**config.mk**
```make
export PLATFORM = sky130hd
export DESIGN_NAME = ctrl_pipe_gen
export DESIGN_NICKNAME = d
export VERILOG_FILES = /design/src/rtl/ctrl_pipe_pkg.sv /design/src/rtl/cond_eval.sv /design/src/rtl/ctrl_pipe_gen.sv
export SDC_FILE = /design/constraint.sdc
export NUM_CORES = 1
export LEC_CHECK = 0
export ABC_AREA = 1
export CAP_MARGIN = 20
export CORE_MARGIN = 2
export CORE_UTILIZATION = 30
export DETAILED_ROUTE_END_ITERATION = 6
export GPL_TIMING_DRIVEN = 0
export PLACE_DENSITY = 0.64
export SYNTH_ARGS = -nofsm -noshare
export SYNTH_HDL_FRONTEND = slang
export SYNTH_SLANG_ARGS = --single-unit
```
**constraint.sdc**
```tcl
create_clock -name clk -period 1.6 [get_ports clk]
set_input_delay 0.48 -clock clk [delete_from_list [all_inputs] [get_ports clk]]
set_output_delay 0.48 -clock clk [all_outputs]
set_load 0.02 [all_outputs]
```
**src/rtl/ctrl_pipe_pkg.sv**
```systemverilog
// ctrl_pipe_pkg
// Purpose: shared definitions for the control-bundle pipeline: bundle width,
// bundle field positions, NZCV flag positions and ARM condition codes.
// Ports: none (package).
package ctrl_pipe_pkg;

  localparam int CTRL_W = 7;

  // Bundle layout: {flag_write[1:0], branch, mem_write, reg_write, pc_src, mem_to_reg}
  localparam int B_MEM_TO_REG = 0;
  localparam int B_PC_SRC     = 1;
  localparam int B_REG_WRITE  = 2;
  localparam int B_MEM_WRITE  = 3;
  localparam int B_BRANCH     = 4;
  localparam int B_FW_CV      = 5;
  localparam int B_FW_NZ      = 6;

  // NZCV bit positions inside a 4-bit flag word
  localparam int F_V = 0;
  localparam int F_C = 1;
  localparam int F_Z = 2;
  localparam int F_N = 3;

  // Side-effecting bundle bits that are dropped when the condition fails
  localparam logic [CTRL_W-1:0] GATED_MASK =
    CTRL_W'((1 << B_REG_WRITE) | (1 << B_MEM_WRITE) | (1 << B_PC_SRC));

  typedef enum logic [3:0] {
    COND_EQ = 4'b0000,
    COND_NE = 4'b0001,
    COND_CS = 4'b0010,
    COND_CC = 4'b0011,
    COND_MI = 4'b0100,
    COND_PL = 4'b0101,
    COND_VS = 4'b0110,
    COND_VC = 4'b0111,
    COND_HI = 4'b1000,
    COND_LS = 4'b1001,
    COND_GE = 4'b1010,
    COND_LT = 4'b1011,
    COND_GT = 4'b1100,
    COND_LE = 4'b1101,
    COND_AL = 4'b1110,
    COND_NV = 4'b1111
  } cond_code_t;

endpackage

```
**src/rtl/cond_eval.sv**
```systemverilog
// cond_eval
// Purpose: combinational ARM condition-code check of a 4-bit condition
// against an NZCV flag word.
// Ports:
//   cond  in  4  condition field
//   flags in  4  NZCV flags
//   pass  out 1  condition holds
module cond_eval
  import ctrl_pipe_pkg::*;
(
  input  logic [3:0] cond,
  input  logic [3:0] flags,
  output logic       pass
);

  logic n, z, c, v;

  assign n = flags[F_N];
  assign z = flags[F_Z];
  assign c = flags[F_C];
  assign v = flags[F_V];

  // 1111 is treated like AL so that an unused encoding never blocks execution
  always_comb begin
    pass = 1'b1;
    case (cond)
      COND_EQ: pass = z;
      COND_NE: pass = ~z;
      COND_CS: pass = c;
      COND_CC: pass = ~c;
      COND_MI: pass = n;
      COND_PL: pass = ~n;
      COND_VS: pass = v;
      COND_VC: pass = ~v;
      COND_HI: pass = c & ~z;
      COND_LS: pass = ~c | z;
      COND_GE: pass = (n == v);
      COND_LT: pass = (n != v);
      COND_GT: pass = ~z & (n == v);
      COND_LE: pass = z | (n != v);
      default: pass = 1'b1;
    endcase
  end

endmodule

```
**src/rtl/ctrl_pipe_gen.sv**
```systemverilog
// ctrl_pipe_gen
// Purpose: carries decoded control bundles from D through NSTAGES post-decode
// stages (E .. W), stretching E for multicycle ops, gating side effects on the
// condition code and maintaining the architectural NZCV flags.
// Ports:
//   clk            in   1            clock, rising edge
//   reset          in   1            asynchronous reset, active low
//   valid_d        in   1            D holds a real instruction
//   ctrl_d         in   7            decoded bundle of D
//   cond_d         in   4            condition field of D
//   mc_d           in   1            D is a multicycle op
//   stall_d        in   1            hazard unit holds D, E gets a bubble
//   flush_e        in   1            clear E at next edge
//   alu_flags_e    in   4            NZCV from the ALU in E
//   ctrl_q         out  7*NSTAGES    per-stage bundle, stage k at [7k+6:7k]
//   busy_e         out  1            E holds an unfinished multicycle op
//   cond_ex_e      out  1            condition of E passes
//   branch_taken_e out  1            branch in E taken this cycle
//   flags_q        out  4            architectural NZCV
//   pc_wr_pending  out  1            PC write in flight in D or stages 0..NSTAGES-2
module ctrl_pipe_gen
  import ctrl_pipe_pkg::*;
#(
  parameter int NSTAGES = 3,
  parameter int MC_LAT  = 4
) (
  input  logic                        clk,
  input  logic                        reset,
  input  logic                        valid_d,
  input  logic [CTRL_W-1:0]           ctrl_d,
  input  logic [3:0]                  cond_d,
  input  logic                        mc_d,
  input  logic                        stall_d,
  input  logic                        flush_e,
  input  logic [3:0]                  alu_flags_e,
  output logic [CTRL_W*NSTAGES-1:0]   ctrl_q,
  output logic                        busy_e,
  output logic                        cond_ex_e,
  output logic                        branch_taken_e,
  output logic [3:0]                  flags_q,
  output logic                        pc_wr_pending
);

  localparam int CNT_W = (MC_LAT > 1) ? $clog2(MC_LAT) : 1;

  // stage_ctrl[0] is E (ungated); later stages hold already-gated bundles
  logic [CTRL_W-1:0] stage_ctrl [NSTAGES];
  logic              valid_e;
  logic [3:0]        cond_e;
  logic              mc_e;
  logic [CNT_W-1:0]  cnt;

  logic              cond_pass;
  logic              complete_e;
  logic [CTRL_W-1:0] gated_e;
  logic [CTRL_W-1:0] s1_in;
  logic              pend;

  cond_eval u_cond_eval (
    .cond  (cond_e),
    .flags (flags_q),
    .pass  (cond_pass)
  );

  assign busy_e         = valid_e & mc_e & (cnt != '0);
  assign cond_ex_e      = valid_e & cond_pass;
  assign complete_e     = valid_e & ~busy_e;
  assign branch_taken_e = complete_e & stage_ctrl[0][B_BRANCH] & cond_ex_e;

  // A failing condition keeps flag_write/branch/mem_to_reg visible but drops
  // the architectural side effects.
  assign gated_e = cond_ex_e ? stage_ctrl[0] : (stage_ctrl[0] & ~GATED_MASK);
  assign s1_in   = complete_e ? gated_e : '0;

  // E load priority: flush, then hold while busy, then bubble on stall/invalid.
  always_ff @(posedge clk or negedge reset) begin
    if (!reset) begin
      for (int k = 0; k < NSTAGES; k++) begin
        stage_ctrl[k] <= '0;
      end
      valid_e <= 1'b0;
      cond_e  <= '0;
      mc_e    <= 1'b0;
      cnt     <= '0;
    end else begin
      if (flush_e) begin
        stage_ctrl[0] <= '0;
        valid_e       <= 1'b0;
        cond_e        <= '0;
        mc_e          <= 1'b0;
        cnt           <= '0;
      end else if (busy_e) begin
        cnt <= cnt - 1'b1;
      end else if (stall_d || !valid_d) begin
        stage_ctrl[0] <= '0;
        valid_e       <= 1'b0;
        cond_e        <= '0;
        mc_e          <= 1'b0;
        cnt           <= '0;
      end else begin
        stage_ctrl[0] <= ctrl_d;
        valid_e       <= 1'b1;
        cond_e        <= cond_d;
        mc_e          <= mc_d;
        cnt           <= mc_d ? CNT_W'(MC_LAT - 1) : '0;
      end
      stage_ctrl[1] <= s1_in;
      for (int k = 2; k < NSTAGES; k++) begin
        stage_ctrl[k] <= stage_ctrl[k-1];
      end
    end
  end

  // Flags commit only when E completes with a passing condition.
  always_ff @(posedge clk or negedge reset) begin
    if (!reset) begin
      flags_q <= '0;
    end else if (complete_e && cond_ex_e) begin
      if (stage_ctrl[0][B_FW_NZ]) begin
        flags_q[F_N] <= alu_flags_e[F_N];
        flags_q[F_Z] <= alu_flags_e[F_Z];
      end
      if (stage_ctrl[0][B_FW_CV]) begin
        flags_q[F_C] <= alu_flags_e[F_C];
        flags_q[F_V] <= alu_flags_e[F_V];
      end
    end
  end

  // E shows nothing while its op is still running so consumers never act early.
  assign ctrl_q[CTRL_W-1:0] = busy_e ? '0 : stage_ctrl[0];

  genvar g;
  generate
    for (g = 1; g < NSTAGES; g++) begin : g_ctrl_q
      assign ctrl_q[g*CTRL_W +: CTRL_W] = stage_ctrl[g];
    end
  endgenerate

  // D is outside this block's reset, so its contribution is masked by reset.
  always_comb begin
    pend = valid_d & ctrl_d[B_PC_SRC];
    for (int k = 0; k < NSTAGES - 1; k++) begin
      pend = pend | stage_ctrl[k][B_PC_SRC];
    end
    pc_wr_pending = reset & pend;
  end

endmodule

```
# Yosys cells after proc, flatten, opt, wreduce, memory -nomap -nowiden
# Index checks and enable logic that the tools add are counted.
# totals
output_inout_bits	29
ff_bits	33
# op_classes
add_sub_neg	1
mux	20
n_bitwise	19
n_eq_ne	16
reduce_logical	7
# ops
cell	n
2-to-1 mux 7 bit	5
== test 4 bit (second input constant)	6
== test 4 x 3 -> 1 bit (second input constant)	4
2-to-1 mux 4 bit	4
case mux 1 bit (14 select lines)	1
bitwise AND 1 bit	10
== test 4 x 2 -> 1 bit (second input constant)	2
2-to-1 mux 2 bit	4
2-to-1 mux 1 bit	6
NOT 1 bit	5
== test 4 x 1 -> 1 bit (second input constant)	1
zero test 4 bit	1
bitwise OR 1 bit	4
AND reduction 2 bit	2
!= test 2 bit (second input constant)	1
nonzero test 2 bit	1
subtractor 2 x 1 -> 2 bit (second input constant)	1
== test 1 bit	1
logical AND 1 bit	1
zero test 1 bit	1
logical OR 1 bit	1
!= test 1 bit	1

# Depth between registers and ports, before layout
# logic_depth
ltp_word	6
depth_mapped	11
depth_no_buf	11

# Hierarchy
# From an unflattened synthesis, not the netlist that was laid out.
# hier_totals
cells_unflattened	196
area_unflattened_um2	1591.5
# by_module_without_submodules
mod	area_per_inst_um2	n_inst	cells_per_inst
ctrl_pipe_gen	1386.3	1	146
cond_eval	205.2	1	50

# Least setup slack after synthesis
# No wires, ideal clock.
# synth_timing
path_kind	register -> output
start	register flags_q[3]
end	output branch_taken_e
arrival_ns	1.380
path_stages_with_launch	11
path_slack_ns	-0.260
path_cell_list	dfrtp_1 inv_1 nand2_1 nand3_1 nand2_1 nand2_1 nand2_1 nor2_2 nand2_4 nand2_2 nor2_1
# synth_between
elab_chain_len	5
word_cells_on_any_way	8
# synth_lines
item	line	text
start, declared	ctrl_pipe_gen.sv:40	output logic [3:0] flags_q,
start signal, assigned by index	ctrl_pipe_gen.sv:120	flags_q[F_N] <= alu_flags_e[F_N];
start signal, assigned by index	ctrl_pipe_gen.sv:121	flags_q[F_Z] <= alu_flags_e[F_Z];
start signal, assigned by index	ctrl_pipe_gen.sv:124	flags_q[F_C] <= alu_flags_e[F_C];
!= test 1 bit / == test 1 bit (equally long branches)	-	
bitwise OR 1 bit / bitwise AND 1 bit (equally long branches)	cond_eval.sv:40, cond_eval.sv:39	
case mux 1 bit (14 select lines) (*)	cond_eval.sv:26	case (cond)
bitwise AND 1 bit (*)	ctrl_pipe_gen.sv:66	assign cond_ex_e = valid_e & cond_pass;
bitwise AND 1 bit (*)	ctrl_pipe_gen.sv:68	assign branch_taken_e = complete_e & stage_ctrl[0][B_BRANCH] & cond_ex_e;
end, declared	ctrl_pipe_gen.sv:39	output logic branch_taken_e,
# Every way passes the cells marked *; elsewhere a longest branch is shown, timed or not.

# Worst setup path after layout
# layout_timing
start	register cond_e[1]
end	output branch_taken_e
# layout_between
elab_chain_len	4
word_cells_on_any_way	17
# layout_lines
item	line	text
start, declared	ctrl_pipe_gen.sv:49	logic [3:0] cond_e;
start signal, assigned	ctrl_pipe_gen.sv:103	cond_e <= cond_d;
== test 4 bit, or another cell as far along	cond_eval.sv:26	
case mux 1 bit (14 select lines) (*)	cond_eval.sv:26	
bitwise AND 1 bit (*)	ctrl_pipe_gen.sv:66	
bitwise AND 1 bit (*)	ctrl_pipe_gen.sv:68	
# Marks and branches as above.

==> run summary <==
IO Count = 50
worst hold slack = 15.8 ps
outcome = finished with violations
CTS tree = yes
DR top layer = met4
crit path time final = 2070 ps
number of routed nets with antenna violations = 0
Setup crit end kind = primary output
Buf+Inv Stages, Crit Path = 2
RSZ-0062 raised after global routing = true
Initial DRC Count = 72
Post-Synthesis Cells = 180
final net count = 273
initial antenna violation count = 0
pre-CTS WS = -861 ps
hold crit path type = input pin to asynchronous set/reset pin
CTS max path bufs = 2
CP arrival = 1590 ps
Yosys reg bits = 33
diode count = 0
critical path class = flip-flop to primary output
Slew Limit Fails = 0
Synth Cell Area = 0.00152 mm2
worst-path fanout max = 5
floorplan row count = 25
Startpoint Class = flip-flop
Ys Warns = 0
failing checks = negative setup slack
Worst Max-Slew Pin Slew = 337 ps
drt via density = 4.18
clock slew at reported path FFs = 60 ps
register area share after synthesis = 54.3%
Cell Pwr Density = 840 mW/mm2
Sw Pwr = 518 uW
switch share = 25.2%
Max Clock Skew = 3.27 ps
internal power = 1.53 mW
peak supply drop = 429 uV
largest net degree at the start of global routing = 35
DR DRC count = 0
Hold Vio Cnt, Final = 0
htree depth = 2
Unique masters post-synth = 20
total CTS buffers = 5
worst skew pair latency = 280 ps
IO Port Bufs = 49
die area = 0.00565 mm2
Via Count = 1333
clock network power share = 39.1%
ranking of synthesized cells by area = dfrtp_1, inv_1, nand2_1
WL final = 3610 um
post-synth top area share = 54.3%
GR Overflow Total = 0
met1 WL = 1530 um
initial core utilization = 31.6%
Mapped Nets = 202
Max Clk Rate = 484 MHz
first-pass GRT wire length = 5850 um
Inst Count DP = 296
Root Buffer = clkbuf_8
Worst path slowest cell = dfrtp_1
Static Leak = 1.25 nW
Core Box Area = 0.00482 mm2
# setup viols final = 10
post-synth top area cell = dfrtp_1
drt first pass iters = 4
total global-route track usage = 14.3%
hold buffers post-CTS = 0
Finished Core Util = 50.7%
Combinational Power Share = 16.9%
crit-path cells = inv_2, nand2_2, nand2_1, nand2_1, nand3_2, nand2_2, nor2_4, nand2_4, nand2_8, nor2_4, buf_6
gp weighted congestion = 0.761
vias in the first global route = 1282
detailed placement HPWL = 2330 um
Die Y = 75.2 um
area grow syn2layout = 60.7%
WP data required = 1120 ps
Routed met2 length = 1810 um
DR WL/cell = 11.3 um
syn_area_per_cell = 8.45 um2
Rel. slew slack = 77.4%
Post-Layout Cell Count = 319
clock sink total = 33
layout cells sized above 1 = 34.1%
Final WS setup = -467 ps
setup TNS = -3010 ps
max_cap viols = 0
Die W = 75.2 um
CP peak stage delay = 430 ps
Flop pwr share = 44.0%
met3 WL = 197 um
part of the cycle the worst path needs = 129%
CP top delay family = simple AND/OR/NAND/NOR gates
## cells by family (layout without fill, tap and decap cells)
logic type                 count (synthesis)  count (layout)  synth area share [%]
adders and majority gates                  1               1                 0.823
DFF                                       33              33                  54.3
and+or+nand+nor                           74              74                  20.6
AOI/OAI and AO/OA                         18              18                  7.33
buffers and inverters                     54             126                  17.0
## state kept, by name (all words and copies together), names as in the netlist
signal      cells
cnt             2
ctrl_q         14
cond_e          4
mc_e            1
valid_e         1
stage_ctrl      7
flags_q         4
## routing by layer
metal | global-route usage, % | vias to the layer above
met4 | 7.60 | 0
met1 | 17.9 | 606
met3 | 2.81 | 8
met2 | 23.3 | 44
li1 | - | 675
met5 | 0 | -
## power groups by stage
stage | clock network, mW | logic (mW) | registers, mW
2_1_floorplan | 0 | 0.140 | 0.934
3_3_place_gp | 0 | 0.305 | 0.921
3_5_place_dp | 0 | 0.307 | 0.921
4_1_cts | 0.820 | 0.331 | 0.903
5_1_grt | 0.857 | 0.388 | 0.909
6_report | 0.802 | 0.347 | 0.904
## per-stage QoR
stage / power (mW) / area [um2]
3_5_place_dp: 1.23 / 2110
3_3_place_gp: 1.23 / 2110
5_1_grt: 2.15 / 2440
4_1_cts: 2.05 / 2370
2_1_floorplan: 1.07 / 1540
6_report: 2.05 / 2440
## cell usage in the layout, fill, tap and decap left out, drive strengths merged
cell type / instances
clkbuf: 10
nand2: 37
a31oi: 1
a21oi: 3
clkdlybuf4s15: 5
buf: 44
clkdlybuf4s50: 17
nand3: 12
o22ai: 11
bufinv: 1
dlygate4sd2: 12
dfrtp: 33
a21boi: 1
nor2: 25
o21ai: 2
ha: 1
inv: 37
## synth_stat cells, drive strengths merged
cell type   n
o22ai      11
dfrtp      33
nand3      12
o21ai       2
a31oi       1
inv        37
clkbuf      1
nand2      37
ha          1
buf        16
a21oi       3
a21boi      1
nor2       25
## worst register-to-register path, stage by stage (launching register included)
cell and delay, ps:
dfrtp_1 360, inv_2 50, ha_4 160, nor2_4 160
buf_4 130, nand2_1 100, nand3_1 110, buf_4 190
o22ai_1 90
## final timing paths
| path | start | end | slack, ps | cells after the start |
|---|---|---|---|---|
| hold / removal | reset | ctrl_q[15] | 20 | 1 |
| setup reg to reg | cnt[0] | cond_e[2] | 130 | 8 |
| min in group clk | ctrl_q[9] | ctrl_q[16] | 370 | 0 |
| max in group asynchronous | reset | flags_q[1] | 1390 | 1 |
| hold reg to reg | ctrl_q[9] | ctrl_q[16] | 370 | 0 |
| setup / recovery | cond_e[1] | branch_taken_e | -470 | 11 |
## what timing repair did
action	4_1_cts	5_1_grt
resized for setup	114	28
endpoints found under the setup margin	29	32
buffers inserted	11	3
cloned	1	0
pin swaps	8	5
hold endpoints to repair	0	0
## area by class of cell
| class | count | area (um2) |
|---|---|---|
| clock buffer | 7 | 86.3 |
| fill | 474 | 2370 |
| inverter | 37 | 141 |
| tap | 67 | 83.8 |
| clock inverter | 1 | 30.0 |
| multi-input combinational | 93 | 531 |
| buffer | 17 | 129 |
| sequential | 33 | 831 |
| timing repair buffer | 64 | 612 |
No activity file was read; power rests on OpenSTA's default activity.
